**config.mk**
```make
export PLATFORM = sky130hd
export DESIGN_NAME = anchor_sequencer
export DESIGN_NICKNAME = d
export VERILOG_FILES = /design/src/rtl/anchor_sequencer.sv
export SDC_FILE = /design/constraint.sdc
export NUM_CORES = 1
export LEC_CHECK = 0
export ABC_AREA = 1
export CAP_MARGIN = 20
export CORE_AREA = 2 2 74 62
export DETAILED_ROUTE_END_ITERATION = 12
export DIE_AREA = 0 0 76 64
export DONT_BUFFER_PORTS = 1
export GPL_ROUTABILITY_DRIVEN = 0
export GPL_TIMING_DRIVEN = 0
export PLACE_DENSITY = 0.56
export SYNTH_ARGS = -nofsm -noshare
export SYNTH_HDL_FRONTEND = slang
export SYNTH_SLANG_ARGS = --single-unit
```
**constraint.sdc**
```tcl
create_clock -name clk -period 2.3 [get_ports clk]
set_input_delay 0 -clock clk [delete_from_list [all_inputs] [get_ports clk]]
set_output_delay 0 -clock clk [all_outputs]
set_load 0.01 [all_outputs]
```
**src/rtl/anchor_sequencer.sv**
```systemverilog
// Anchor-step sequencer for the edge-detection pipeline: walks an anchor over
// COLS x ROWS positions and waits for every filter stage and the output buffer.
module anchor_sequencer #(
  parameter int NUM_STAGES = 4,
  parameter int COLS       = 64,
  parameter int ROWS       = 48,
  parameter int TIMEOUT    = 255
) (
  input  logic                  clk,
  input  logic                  n_rst,
  input  logic                  start,
  input  logic                  abort,
  input  logic [NUM_STAGES-1:0] stage_final,
  input  logic                  out_ready,
  output logic                  anchor_moving,
  output logic [9:0]            anchor_x,
  output logic [9:0]            anchor_y,
  output logic                  busy,
  output logic                  image_done,
  output logic                  timeout_err
);

  localparam logic [9:0] LAST_X      = 10'(COLS - 1);
  localparam logic [9:0] LAST_Y      = 10'(ROWS - 1);
  localparam logic [7:0] TIMEOUT_CNT = 8'(TIMEOUT);

  typedef enum logic [2:0] {
    S_IDLE,
    S_ISSUE,
    S_SETTLE,
    S_WAIT,
    S_ADVANCE,
    S_DONE
  } state_t;

  state_t     state_reg, state_next;
  logic [9:0] anchor_x_reg, anchor_x_next;
  logic [9:0] anchor_y_reg, anchor_y_next;
  logic [7:0] wait_cnt_reg, wait_cnt_next;
  logic       timeout_err_reg, timeout_err_next;
  logic       step_ready;

  assign step_ready = (&stage_final) && out_ready;

  always_ff @(posedge clk or negedge n_rst) begin
    if (!n_rst) begin
      state_reg       <= S_IDLE;
      anchor_x_reg    <= '0;
      anchor_y_reg    <= '0;
      wait_cnt_reg    <= '0;
      timeout_err_reg <= 1'b0;
    end else begin
      state_reg       <= state_next;
      anchor_x_reg    <= anchor_x_next;
      anchor_y_reg    <= anchor_y_next;
      wait_cnt_reg    <= wait_cnt_next;
      timeout_err_reg <= timeout_err_next;
    end
  end

  always_comb begin
    state_next       = state_reg;
    anchor_x_next    = anchor_x_reg;
    anchor_y_next    = anchor_y_reg;
    wait_cnt_next    = wait_cnt_reg;
    timeout_err_next = timeout_err_reg;
    // Abort wins over everything once a pass is running; position and error hold.
    if (abort && state_reg != S_IDLE) begin
      state_next = S_IDLE;
    end else begin
      case (state_reg)
        S_IDLE: begin
          if (start && !abort) begin
            anchor_x_next    = '0;
            anchor_y_next    = '0;
            timeout_err_next = 1'b0;
            state_next       = S_ISSUE;
          end
        end
        S_ISSUE:  state_next = S_SETTLE;
        S_SETTLE: begin
          // Completion flags here still belong to the previous step.
          wait_cnt_next = '0;
          state_next    = S_WAIT;
        end
        S_WAIT: begin
          wait_cnt_next = wait_cnt_reg + 8'd1;
          if (step_ready) begin
            state_next = S_ADVANCE;
          end else if (wait_cnt_reg == TIMEOUT_CNT) begin
            timeout_err_next = 1'b1;
            state_next       = S_IDLE;
          end
        end
        S_ADVANCE: begin
          if (anchor_x_reg < LAST_X) begin
            anchor_x_next = anchor_x_reg + 10'd1;
            state_next    = S_ISSUE;
          end else if (anchor_y_reg < LAST_Y) begin
            anchor_x_next = '0;
            anchor_y_next = anchor_y_reg + 10'd1;
            state_next    = S_ISSUE;
          end else begin
            state_next = S_DONE;
          end
        end
        S_DONE:  state_next = S_IDLE;
        default: state_next = S_IDLE;
      endcase
    end
  end

  assign anchor_moving = (state_reg == S_ISSUE);
  assign image_done    = (state_reg == S_DONE);
  assign busy          = (state_reg != S_IDLE);
  assign anchor_x      = anchor_x_reg;
  assign anchor_y      = anchor_y_reg;
  assign timeout_err   = timeout_err_reg;

endmodule

```
# --- Word-level counts from Yosys, hierarchy flattened ---
# Cells that the tools add are included.
# Widths: inputs -> output; s select.
totals:
  output_inout_bits: 24
  reg_bits: 32
  wordCells: 59
classes:
  muxes: 19
  n_reduce_logical: 15
  n_eq_ne: 14
  add_sub_neg: 3
  n_lt_le_gt_ge: 2
  n_bitwise: 1
ops:
  columns: ["operator", "n"]
  rows:
  - ["$mux 10", 5]
  - ["$pmux 10 s2", 2]
  - ["$add 10x1->10 const B", 2]
  - ["$lt 10x6->1 const B", 2]
  - ["$mux 3", 6]
  - ["$pmux 8 s2", 1]
  - ["$pmux 3 s5", 1]
  - ["$ne 2x2->1 const B", 5]
  - ["$reduce_and 5->1", 2]
  - ["$add 8x1->8 const B", 1]
  - ["$eq 8x8->1 const B", 1]
  - ["$reduce_and 4->1", 2]
  - ["$eq 3x2->1 const B", 2]
  - ["$eq 3x3->1 const B", 2]
  - ["$ne 3x3->1 const B", 2]
  - ["$reduce_bool 2->1", 3]
  - ["$ne 4x4->1 const B", 1]
  - ["$reduce_and 2->1", 2]
  - ["$eq 3x1->1 const B", 1]
  - ["$logic_and 1x1->1", 3]
  - ["$logic_not 3->1", 1]
  - ["$mux 1", 3]
  - ["$reduce_bool 3->1", 1]
  - ["$pmux 1 s2", 1]
  - ["2 further kinds", 2]

# --- Logic depth before layout (Yosys ltp) ---
# Gate-level depths: netlist of run 1.
logic_depth:
  depth_word: 5
  ltp_mapped: 10

# --- Least setup slack after synthesis of run 1 ---
# No wires, ideal clock.
synth_timing:
  path_kind: "register to register"
  from: "register anchor_y_reg[0] (netlist: anchor_y[0])"
  to: "register anchor_y_reg[7] (netlist: anchor_y[7])"
  arrival_ns: 1.333
  path_slack_ns: 0.854
  required_time_ns: 2.187
  period_less_slack_ns: 1.446
  path_buffers: 1
  path_stages_with_launch: 11
  path_cell_list: "dfrtp_1 ha_1 nand3_1 nand2_1 nand2_1 nand2_1 nand2_1 nand3_4 buf_6 nand2_1 inv_1"
synth_between:
  elab_chain_len: 4
  elab_cells_between_ends: 7
synth_rtl:
  columns: ["element", "line", "source"]
  rows:
  - ["start, declared", "38", "logic [9:0] anchor_y_reg, anchor_y_next;"]
  - ["start signal, assigned", "55", "anchor_y_reg <= anchor_y_next;"]
  - ["$add 10x1->10", "101", "anchor_y_next = anchor_y_reg + 10'd1;"]
  - ["$mux 10", "99", "end else if (anchor_y_reg < LAST_Y) begin"]
  - ["$mux 10", "96", "if (anchor_x_reg < LAST_X) begin"]
  - ["$pmux 10 s2", "71", "case (state_reg)"]
# Parallel ways exist; a longest one is shown, timed or not. The select of a mux whose other input is x is not followed.
# A chain may end at the register's enable or synchronous reset.

# --- Worst setup path in the final report of run 1 ---
layout_timing:
  from: "register anchor_y_reg[0] (netlist: anchor_y[0])"
  to: "register state_reg[2]"
layout_between:
  elab_chain_len: 5
layout_rtl:
  columns: ["element", "line", "source"]
  rows:
  - ["$lt 10x6->1", "99", null]
  - ["$mux 3", "99", null]
  - ["$mux 3", "96", null]
  - ["$pmux 3 s5", "71", null]
  - ["$mux 3", "68", "if (abort && state_reg != S_IDLE) begin"]
  - ["end signal, assigned", "53", "state_reg <= state_next;"]
  - ["end, declared", "36", "state_t state_reg, state_next;"]
# Every way passes these cells.

==> impl_results.md, run 1 <==
- ANT nets after route: 0
- Top_reg_cell synth: dfrtp_1
- Initial antenna violation count: 0
- Final instance area: a little under 2000 um^2
- Worst Setup Start Kind: flip-flop
- Gr ovfl total: 0
- Root buf cell: clkbuf_8
- Peak fanout along the critical path: 5
- Minimum clock period after layout: 1950 ps
- Router iterations before antenna repair: 4
- Largest family of logic cells by synthesized area: simple AND/OR/NAND/NOR gates
- Mapped Nets: 227
- Adder-Cell Fraction of Synth Area: between 2 and 2.5%
- Slowest stage cell, crit path: dlygate4sd3_1
- Final hold vios: 0
- Req. time, crit path: 2520 ps
- Fmax: 514 MHz
- Slew margin rel.: 67.3%
- Mapped Avg Cell Area: 8.12 um^2
- Clock buffer depth: 2
- Inserted Clock Buffers: 5
- Ys async rst share: 100%
- H-tree Lvls: 2
- YS warnings: 0
- Max incr delay on CP: 570 ps
- Max_cap viols: 0
- Die area: 4860 um^2
- DRT Wirelength: 3.59 mm
- Most frequent cells in the layout: nand2_1 (51), dfrtp_1 (32), inv_1 (29)
- Commonest non-fill, non-tap cell in the layout: nand2_1
- Clk slew on worst S/H paths: ~70 ps
- RSZ-0062 raised after global routing: false
- Share of layout cells above drive strength 1: 14.0%
- I/O pin cnt: 33
- N_diodes: 0
- Mux cell area share after synthesis: 0%
- WS Path Type: reg -> reg
- Slew Limit Fails: 0
- Hold buffer count at cts: 6
- Pin count of the biggest net entering global routing: 33
- Worst clock skew: around 5.7 ps
- Vias/cell: 5.14
- Critical Path AT: roughly 2200 ps
- Dpl cell area: 1820 um^2
- Area growth syn-to-layout: 13.4%
- Critical-path cell list: ha_1, nand3_1, nand2_1, nand2_1, nand2_1, nand3_2, a21boi_0, dlygate4sd3_1
- Synth Area in Compound Gates: 13.3%
- Via total after detailed routing: 1471
- Xor/xnor cell area share of the yosys netlist: 0%
- Starting Density: a little over two fifths
- Wire length per cell: around 13 um
- Post-synthesis cell area: between 1500 and 2000 um^2
- Status: finished, final reports clean
- Post-Route Setup TNS: 0 ps
- CORE AREA: 4070 um^2
- Number of global-route vias before repair: around 1.4k
- Leakage power: 0.000928 uW
- Yosys cell types: 29
- First-pass GRT wire length: 6.34 mm
- Worst skew pair latency: 280 ps
- Post-CTS Setup Inserts: 0
- Power Dens Cells: approximately 740 nW/um^2
- Most frequent cell on the critical path: nand2_1
- DIE HEIGHT: between 60 and 70 um
- Final Cycle Share: 84.6%
- CTS tree: done
- Die W: 76 um
- Seq/Total Area, Yosys: 45.9%
- Seq cells post-synth: 32
- Critical path endpoint category: flip-flop
- Synth Area in Simple Gates: 30.4%
- Worst min-delay path class: in -> reg
- DR DRC count: 0
- DRT iter0 DRCs: 139
- Post-synthesis cell count: 215
- Gr usage total: 16.5%
- Final core utilization: 48.6%
- I/O Buffers: 0
- VDD IR max: about 0.00034 V
- Final nets: 240
- Post-synth EDFFs: 0
- Endpoints failing setup: 0
- DP Wirelength: 2.60 mm
- Num Clock Sinks: 32
- Rows: 21
- Worst-margin pin slew: 486 ps
- Post-CTS Resized: 0
-- critical path, delay by kind of cell (launching register included) --
family / cells / cell delay [ps]
AOI/OAI and AO/OA: 1 / 170
adders and majority gates: 1 / 230
buffers and inverters: 1 / 570
DFF: 1 / 460
and+or+nand+nor: 5 / 440
-- stage by stage --
stage                     std cells  total power (uW)  setup slack, ps  hold slack, ps
after CTS                       286              1490              395            37.9
after global placement          272              1000              700            -295
final                           286              1470              355            56.3
after floorplan                 215               943              854            -296
after detailed placement        272              1010              659            -295
after global routing            286              1580              225            67.5
-- final cells by class --
type	count	area [um^2]
Inverter	30	113
Multi-Input combinational cell	150	801
Tap cell	57	71.3
Clock buffer	6	82.6
Buffer	3	31.3
Sequential cell	32	801
Fill cell	390	2090
Clock inverter	2	10.0
Timing Repair Buffer	6	70.1
-- cell families (layout without fill, tap and decap cells) --
logic type	count (synthesis)	in the layout
simple gates	112	112
fa+ha+maj	3	3
compound gates	35	35
flops	32	32
buf+inv	33	47
-- synth_stat cells, types with 2 or more instances --
cell type	instances	share of area (%)
ha_1	3	2.2
dfrtp_1	32	46
inv_1	29	6.2
o211ai_1	2	0.86
nor2_1	21	4.5
nor3_1	4	1.1
o21ai_0	9	2.6
or2_2	3	1.1
o21bai_1	3	1.3
o21ai_2	10	5.0
nand2_1	51	11
nand3_1	16	4.6
a21oi_1	8	2.3
nand4_1	9	3.2
-- metal layers --
metal	global-route usage, %	up-vias	wire [um]	part of all wire [%]
met3	4.94	10	204	5.7
met1	19.4	682	1550	43
met2	27.9	53	1750	49
li1	-	726	-	-
met5	0	-	0	0
met4	7.95	0	84	2.3
-- where the power goes --
group / switching (uW) / total (uW) / leakage (uW) / internal, uW
Clock: 206 / 444 / 0.0000510 / 238
Combinational: 246 / 354 / 0.000436 / 108
Sequential: 57.8 / 673 / 0.000441 / 616
-- path summary, 6_finish.rpt --
path / from / end / slack, ps / cells after the start
worst max-delay path: anchor_y[0]$_DFFE_PN0P_ / state_reg[2]$_DFFE_PN0P_ / 350 / 8
worst min-delay path: out_ready / timeout_err$_DFFE_PN0P_ / 60 / 3
worst max register to register: anchor_y[0]$_DFFE_PN0P_ / state_reg[2]$_DFFE_PN0P_ / 350 / 8
worst min register to register: wait_cnt_reg[0]$_DFFE_PN0P_ / wait_cnt_reg[0]$_DFFE_PN0P_ / 510 / 1
max in group asynchronous: n_rst / wait_cnt_reg[6]$_DFFE_PN0P_ / 1940 / 2
min in group asynchronous: n_rst / anchor_x[4]$_DFFE_PN0P_ / 190 / 2
(Power assumes the default switching activity.)
==> run 2, diff against run 1 <==
PLACE_DENSITY = 0.58   (was 0.56)
clock period = 1.56 ns   (was 2.3 ns; I/O delays follow)
==> run 2 against run 1 <==
Net effect:
- global-route usage decreased by 0.35 points
- worst setup slack worse by 270 ps
- critical endpoint is now anchor_y[0]$_DFFE_PN0P_
- critical path depth is 2 higher
- sequential power increased by 48%
- sequential cell count stayed put
- highest routed layer unchanged
- core utilization grew 2.2 points
- worst hold slack worse by 66 ps
- total power increased by 49%
- die area unchanged
- non-clock buffer count increased by 2
- routed wire length increased by 0.86%
- the run now ends with hold timing left
==> impl_results.md, run 2 (same netlist as run 1, synthesis figures left out) <==
- WS Path Type: reg -> reg
- DP Wirelength: 2.51 mm (-3.4%)
- Worst-margin pin slew: 313 ps (-173 ps)
- Non-Filler Instances: 287 (+0.35%)
- Leakage power: 0.000928 uW (about the same)
- Wire length per cell: 12.6 um (+0.51%)
- Met3 wire length: 186 um (-8.8%)
- Req. time, crit path: 1730 ps (-790 ps)
- First-pass GRT wire length: 6.19 mm (-2.4%)
- Gr usage total: 16.1% (-0.35 points)
- Final instance area: 2070 um^2 (+4.4%)
- Metal-1 WL: 1.76 mm (+14%)
- Via total after detailed routing: 1426 (-3.1%)
- DRT Wirelength: 3.62 mm (+0.86%)
- Worst clock skew: 8.74 ps (+3.01 ps)
- Num Clock Sinks: 32 (unchanged)
- Status: finished with violations
- Minimum clock period after layout: 1480 ps (-468 ps)
- Placed Cells: 272 (unchanged)
- Pin count of the biggest net entering global routing: 33 (unchanged)
- Worst Setup Start Kind: flip-flop
- Final nets: 242 (+0.83%)
- Violated checks: hold timing
- Router iterations before antenna repair: 4 (unchanged)
- ANT nets after route: 0 (unchanged)
- I/O Buffers: 0 (unchanged)
- WL met2: 1.64 mm (-6.3%)
- I/O pin cnt: 33 (unchanged)
- Dpl cell area: 1820 um^2 (unchanged)
- Multi-input logic area: 850 um^2 (+6.1%)
- Critical Path AT: 1650 ps (-510 ps)
- Tot Pwr: 2190 uW (+49%)
- Final hold slack: -9.38 ps (-65.6 ps)
- Most frequent cells in the layout: nand2_1 (46), inv_1 (28), dfrtp_1 (26)
- Gr ovfl total: 0 (unchanged)
- DR DRC count: 0 (unchanged)
- CORE AREA: 4070 um^2 (unchanged)
- Register area: 808 um^2 (+0.94%)
- Peak fanout along the critical path: 5 (unchanged)
- Final hold vios: 1 (+1)
- Area growth syn-to-layout: 18.4%
- Fmax: 677 MHz (+32%)
- Power Dens Cells: 1060 nW/um^2 (+43%)
- Initial antenna violation count: 0 (unchanged)
- Final Cycle Share: 94.7% (+10 points)
- Endpoints failing setup: 0 (unchanged)
- DIE HEIGHT: 64 um (unchanged)
- Die area: 4860 um^2 (unchanged)
- Inserted Clock Buffers: 5 (unchanged)
- DRT iter0 DRCs: 76 (-45%)
- Slew Limit Fails: 0 (unchanged)
- Clock buffer depth: 2 (unchanged)
- Share of layout cells above drive strength 1: 22.2% (+8.2 points)
- VDD IR max: 0.000529 V (+56%)
- Worst min-delay path class: in -> reg
- Root buf cell: clkbuf_8
- Rows: 21 (unchanged)
- N_diodes: 0 (unchanged)
- Critical path endpoint category: flip-flop
- Number of global-route vias before repair: 1348 (-3.3%)
- Vias/cell: 4.97 (-3.4%)
- Worst skew pair latency: 280 ps (about the same)
- Final core utilization: 50.8% (+2.2 points)
- Commonest non-fill, non-tap cell in the layout: nand2_1
- RSZ-0062 raised after global routing: true
- H-tree Lvls: 2 (unchanged)
- Die W: 76 um (unchanged)
- FILL cells: 398 (+2.1%)
- CTS tree: done
- Slew margin rel.: 79.0% (+12 points)
- Starting Density: 42.9% (unchanged)
- Clk slew on worst S/H paths: 70 ps (about the same)
- Highest routed layer: met4
- Max_cap viols: 0 (unchanged)
## run 2: metrics by stage
step                      worst slack (ps)  hold slack, ps  TNS, ps
after detailed placement             -55.9            -295     -506
after floorplan                        114            -296        0
after global placement               -68.8            -295     -733
final                                 82.7           -9.38        0
after global routing                 -15.2            33.8    -68.1
after CTS                             10.9            31.7        0
## run 2: per-layer routing
layer  up-vias  GRT usage (%)
met1       655           20.9
met2        33           24.7
met5         -              0
met4         0           6.59
met3         2           5.79
li1        736              -
## run 2: timing repair
action,CTS,global route
endpoints found under the setup margin,16,23
hold buffers,5,0
cloned,0,1
resized for setup,5,20
endpoints found under the hold margin,35,0
buffers inserted,2,0
## run 2: where the power goes
group,leakage (uW),total [uW],internal (uW),switching [uW]
clock network,0.0000410,597,303,294
registers,0.000432,999,911,88.1
logic,0.000455,595,211,384
## run 2: cell type report
class,instances,area share [%]
buffer,3,1.94
clock buffer,6,3.51
clock inverter,1,0.242
inverter,30,5.45
multi-input combinational,150,41.1
sequential,32,39.1
tap,57,3.45
timing repair buffer,8,5.21
## run 2: worst paths after layout
kind,startpoint,to,slack [ps],cells after the start
worst max-delay path,anchor_y[0]$_DFFE_PN0P_,anchor_y[0]$_DFFE_PN0P_,80,10
worst min-delay path,abort,wait_cnt_reg[2]$_DFFE_PN0P_,-9,2
worst max register to register,anchor_y[0]$_DFFE_PN0P_,anchor_y[0]$_DFFE_PN0P_,80,10
worst min register to register,wait_cnt_reg[0]$_DFFE_PN0P_,wait_cnt_reg[0]$_DFFE_PN0P_,510,1
max in group asynchronous,n_rst,anchor_x[2]$_DFFE_PN0P_,1190,2
min in group asynchronous,n_rst,anchor_y[8]$_DFFE_PN0P_,170,2
## run 2: critical path: stages (launching register included)
cell and delay (ps):
dfrtp_2 470, ha_4 190, nand3_2 70, nand2_2 70
nand2_2 60, nand2_2 70, nand2_2 80, nand3_4 110
buf_6 150, nand2_1 60, o21ai_2 50
==> run 3, diff against run 2 <==
PLACE_DENSITY = not set   (was 0.58)
==> run 3 against run 2 <==
Net effect:
- the flow now finishes without violations
- routed wire length down 2.3%
- final area up 0.91%
- largest power group unchanged
- sequential share of layout area down 0.35 points
- via count down 0.28%
- critical path depth unchanged
- critical endpoint is now anchor_y[5]$_DFFE_PN0P_
- largest cell class unchanged
- clock skew about the same
- sequential power about the same
- worst setup slack worse by 48 ps
- clock-buffer cell count down 1
==> impl_results.md, run 3 (same netlist as run 1, synthesis figures left out) <==
- Internal power: 1410 uW (-1.3%)
- Power Dens Cells: 1020 nW/um^2 (-3.3%)
- I/O pin cnt: 33 (unchanged)
- Req. time, crit path: 1720 ps (about the same)
- FILL cells: 388 (-2.5%)
- Critical Path AT: 1680 ps (+30 ps)
- Via total after detailed routing: 1422 (-0.28%)
- DRT iter0 DRCs: 76 (unchanged)
- Fmax: 656 MHz (-3.1%)
- Final core utilization: 51.2% (+0.46 points)
- Gr ovfl total: 0 (unchanged)
- Worst min-delay path class: in -> reg
- Wire length per cell: 12.4 um (-2.0%)
- Gate power share: 27.5% (+0.3 points)
- PnR worst setup slack: 35.1 ps (-47.7 ps)
- Num Clock Sinks: 32 (unchanged)
- Starting Density: 42.9% (unchanged)
- DRT Wirelength: 3.54 mm (-2.3%)
- Vias/cell: 4.97 (about the same)
- Status: finished, final reports clean
- CP bufs+invs: 1 (unchanged)
- Tot Pwr: 2140 uW (-2.4%)
- Worst clock skew: 8.57 ps (-0.171 ps)
- Peak fanout along the critical path: 5 (unchanged)
- ANT nets after route: 0 (unchanged)
- Pin count of the biggest net entering global routing: 33 (unchanged)
- DIE HEIGHT: 64 um (unchanged)
- Share of total power in sequential cells: 46.7% (+1.1 points)
- Clock power share: 25.8% (-1.4 points)
- Dpl cell area: 1820 um^2 (unchanged)
- Final instance area: 2090 um^2 (+0.91%)
- Final Cycle Share: 97.8% (+3.1 points)
- Sw Ratio: 34.2% (-0.79 points)
- Minimum clock period after layout: 1520 ps (+47.7 ps)
- Inserted Clock Buffers: 5 (unchanged)
- Slew Limit Fails: 0 (unchanged)
- RSZ-0062 raised after global routing: true
- Largest delay share family, worst path: simple AND/OR/NAND/NOR gates
- Share of layout cells above drive strength 1: 27.5% (+5.3 points)
- Number of global-route vias before repair: 1357 (+0.67%)
- Worst skew pair latency: 270 ps (about the same)
- DR DRC count: 0 (unchanged)
- Final nets: 243 (+0.41%)
- R2r setup slk: 40 ps (-50 ps)
- Initial antenna violation count: 0 (unchanged)
- Critical path endpoint category: flip-flop
- Area growth syn-to-layout: 19.5%
- Most frequent cell on the critical path: nand2_2
- Die W: 76 um (unchanged)
- Setup WS pre-CTS: -75.5 ps (-19.6 ps)
- Worst Setup Start Kind: flip-flop
- First-pass GRT wire length: 6.03 mm (-2.6%)
- I/O Buffers: 0 (unchanged)
- Router iterations before antenna repair: 4 (unchanged)
- Critical-path cell list: ha_4, nand3_2, nand2_2, nand2_2, nand2_2, nand2_2, nand3_4, buf_6, nand2_2, o21ai_2
- CORE AREA: 4070 um^2 (unchanged)
- DP Wirelength: 2.42 mm (-3.5%)
- Max incr delay on CP: 470 ps (about the same)
- Final hold vios: 0 (-1)
- Clk slew on worst S/H paths: 60 ps (about the same)
- Worst-margin pin slew: 333 ps (+20.2 ps)
- H-tree Lvls: 2 (unchanged)
- VDD IR max: 0.000616 V (+16%)
- CTS tree: done
- Max_cap viols: 0 (unchanged)
- Die area: 4860 um^2 (unchanged)
- Slew margin rel.: 77.8% (-1.2 points)
- Slowest stage cell, crit path: dfrtp_2
- Leakage power: 0.000921 uW (-0.75%)
- Clock buffer depth: 2 (unchanged)
- Commonest non-fill, non-tap cell in the layout: nand2_1
- N_diodes: 0 (unchanged)
- Endpoints failing setup: 0 (unchanged)
- WS Path Type: reg -> reg
- Rows: 21 (unchanged)
- Gr usage total: 15.1% (-1.0 points)
- Most frequent cells in the layout: nand2_1 (37), dfrtp_1 (26), inv_1 (25)
- Root buf cell: clkbuf_8
- Sw power: 730 uW (-4.6%)
[run 3: changes by cell type in the layout (fill, tap and decap cells not counted), moves of 3 or more]
cell     before  now
inv_1        28   25
inv_2         2    5
nand2_2       5   14
nand2_1      46   37
[run 3: layer usage]
| layer | up-vias | wire [um] | global-route usage (%) | part of all wire (%) |
|---|---|---|---|---|
| met5 | - | 0 | 0 | 0 |
| met4 | 0 | 30 | 4.09 | 0.85 |
| met3 | 4 | 177 | 5.08 | 5.0 |
| met2 | 23 | 1680 | 24.4 | 48 |
| met1 | 663 | 1640 | 19.6 | 46 |
| li1 | 732 | - | - | - |
[run 3: final timing paths]
check	depth (start not counted)	to	startpoint
worst min-delay path	4	timeout_err$_DFFE_PN0P_	start
worst max register to register	10	anchor_y[5]$_DFFE_PN0P_	anchor_y[0]$_DFFE_PN0P_
worst max-delay path	10	anchor_y[5]$_DFFE_PN0P_	anchor_y[0]$_DFFE_PN0P_
min in group asynchronous	2	wait_cnt_reg[6]$_DFFE_PN0P_	n_rst
worst min register to register	2	wait_cnt_reg[5]$_DFFE_PN0P_	wait_cnt_reg[5]$_DFFE_PN0P_
max in group asynchronous	2	anchor_y[0]$_DFFE_PN0P_	n_rst
[run 3: power by group through the flow]
stage | Clock [uW] | Sequential (uW) | Combinational [uW]
after global routing | 607 | 1010 | 676
after floorplan | 0 | 986 | 404
final | 551 | 998 | 589
after global placement | 0 | 1010 | 481
after detailed placement | 0 | 1010 | 485
after CTS | 576 | 994 | 567
[run 3: worst reg2reg max path, stage by stage, from the launching register on]
cell and delay, ps:
dfrtp_2 470, ha_4 190, nand3_2 80, nand2_2 70, nand2_2 60, nand2_2 70, nand2_2 80, nand3_4 130
buf_6 170, nand2_2 50, o21ai_2 50
[run 3: repair_timing]
action                     4_1_cts  5_1_grt
setup buffers                    3        0
gates cloned                     1        0
hold endpoints to repair        36        0
gates resized for setup         12       26
setup endpoints to repair       16       20
pin swaps                        2        3
hold buffers                     5        0
[run 3: area by class of cell]
cell class | count | area [um^2] | area share (%)
Buffer | 3 | 35.0 | 1.68
Clock buffer | 5 | 68.8 | 3.30
Tap cell | 57 | 71.3 | 3.42
Sequential cell | 32 | 808 | 38.8
Multi-Input combinational cell | 150 | 872 | 41.8
Inverter | 30 | 113 | 5.40
Timing Repair Buffer | 9 | 118 | 5.64
[run 3: through the flow]
step / hold slack [ps] / cells / setup TNS (ps)
after floorplan: -296 / 215 / 0
after global placement: -294 / 272 / -633
after detailed placement: -294 / 272 / -731
after CTS: 59.7 / 286 / 0
after global routing: 102 / 286 / -472
final: 37.0 / 286 / 0
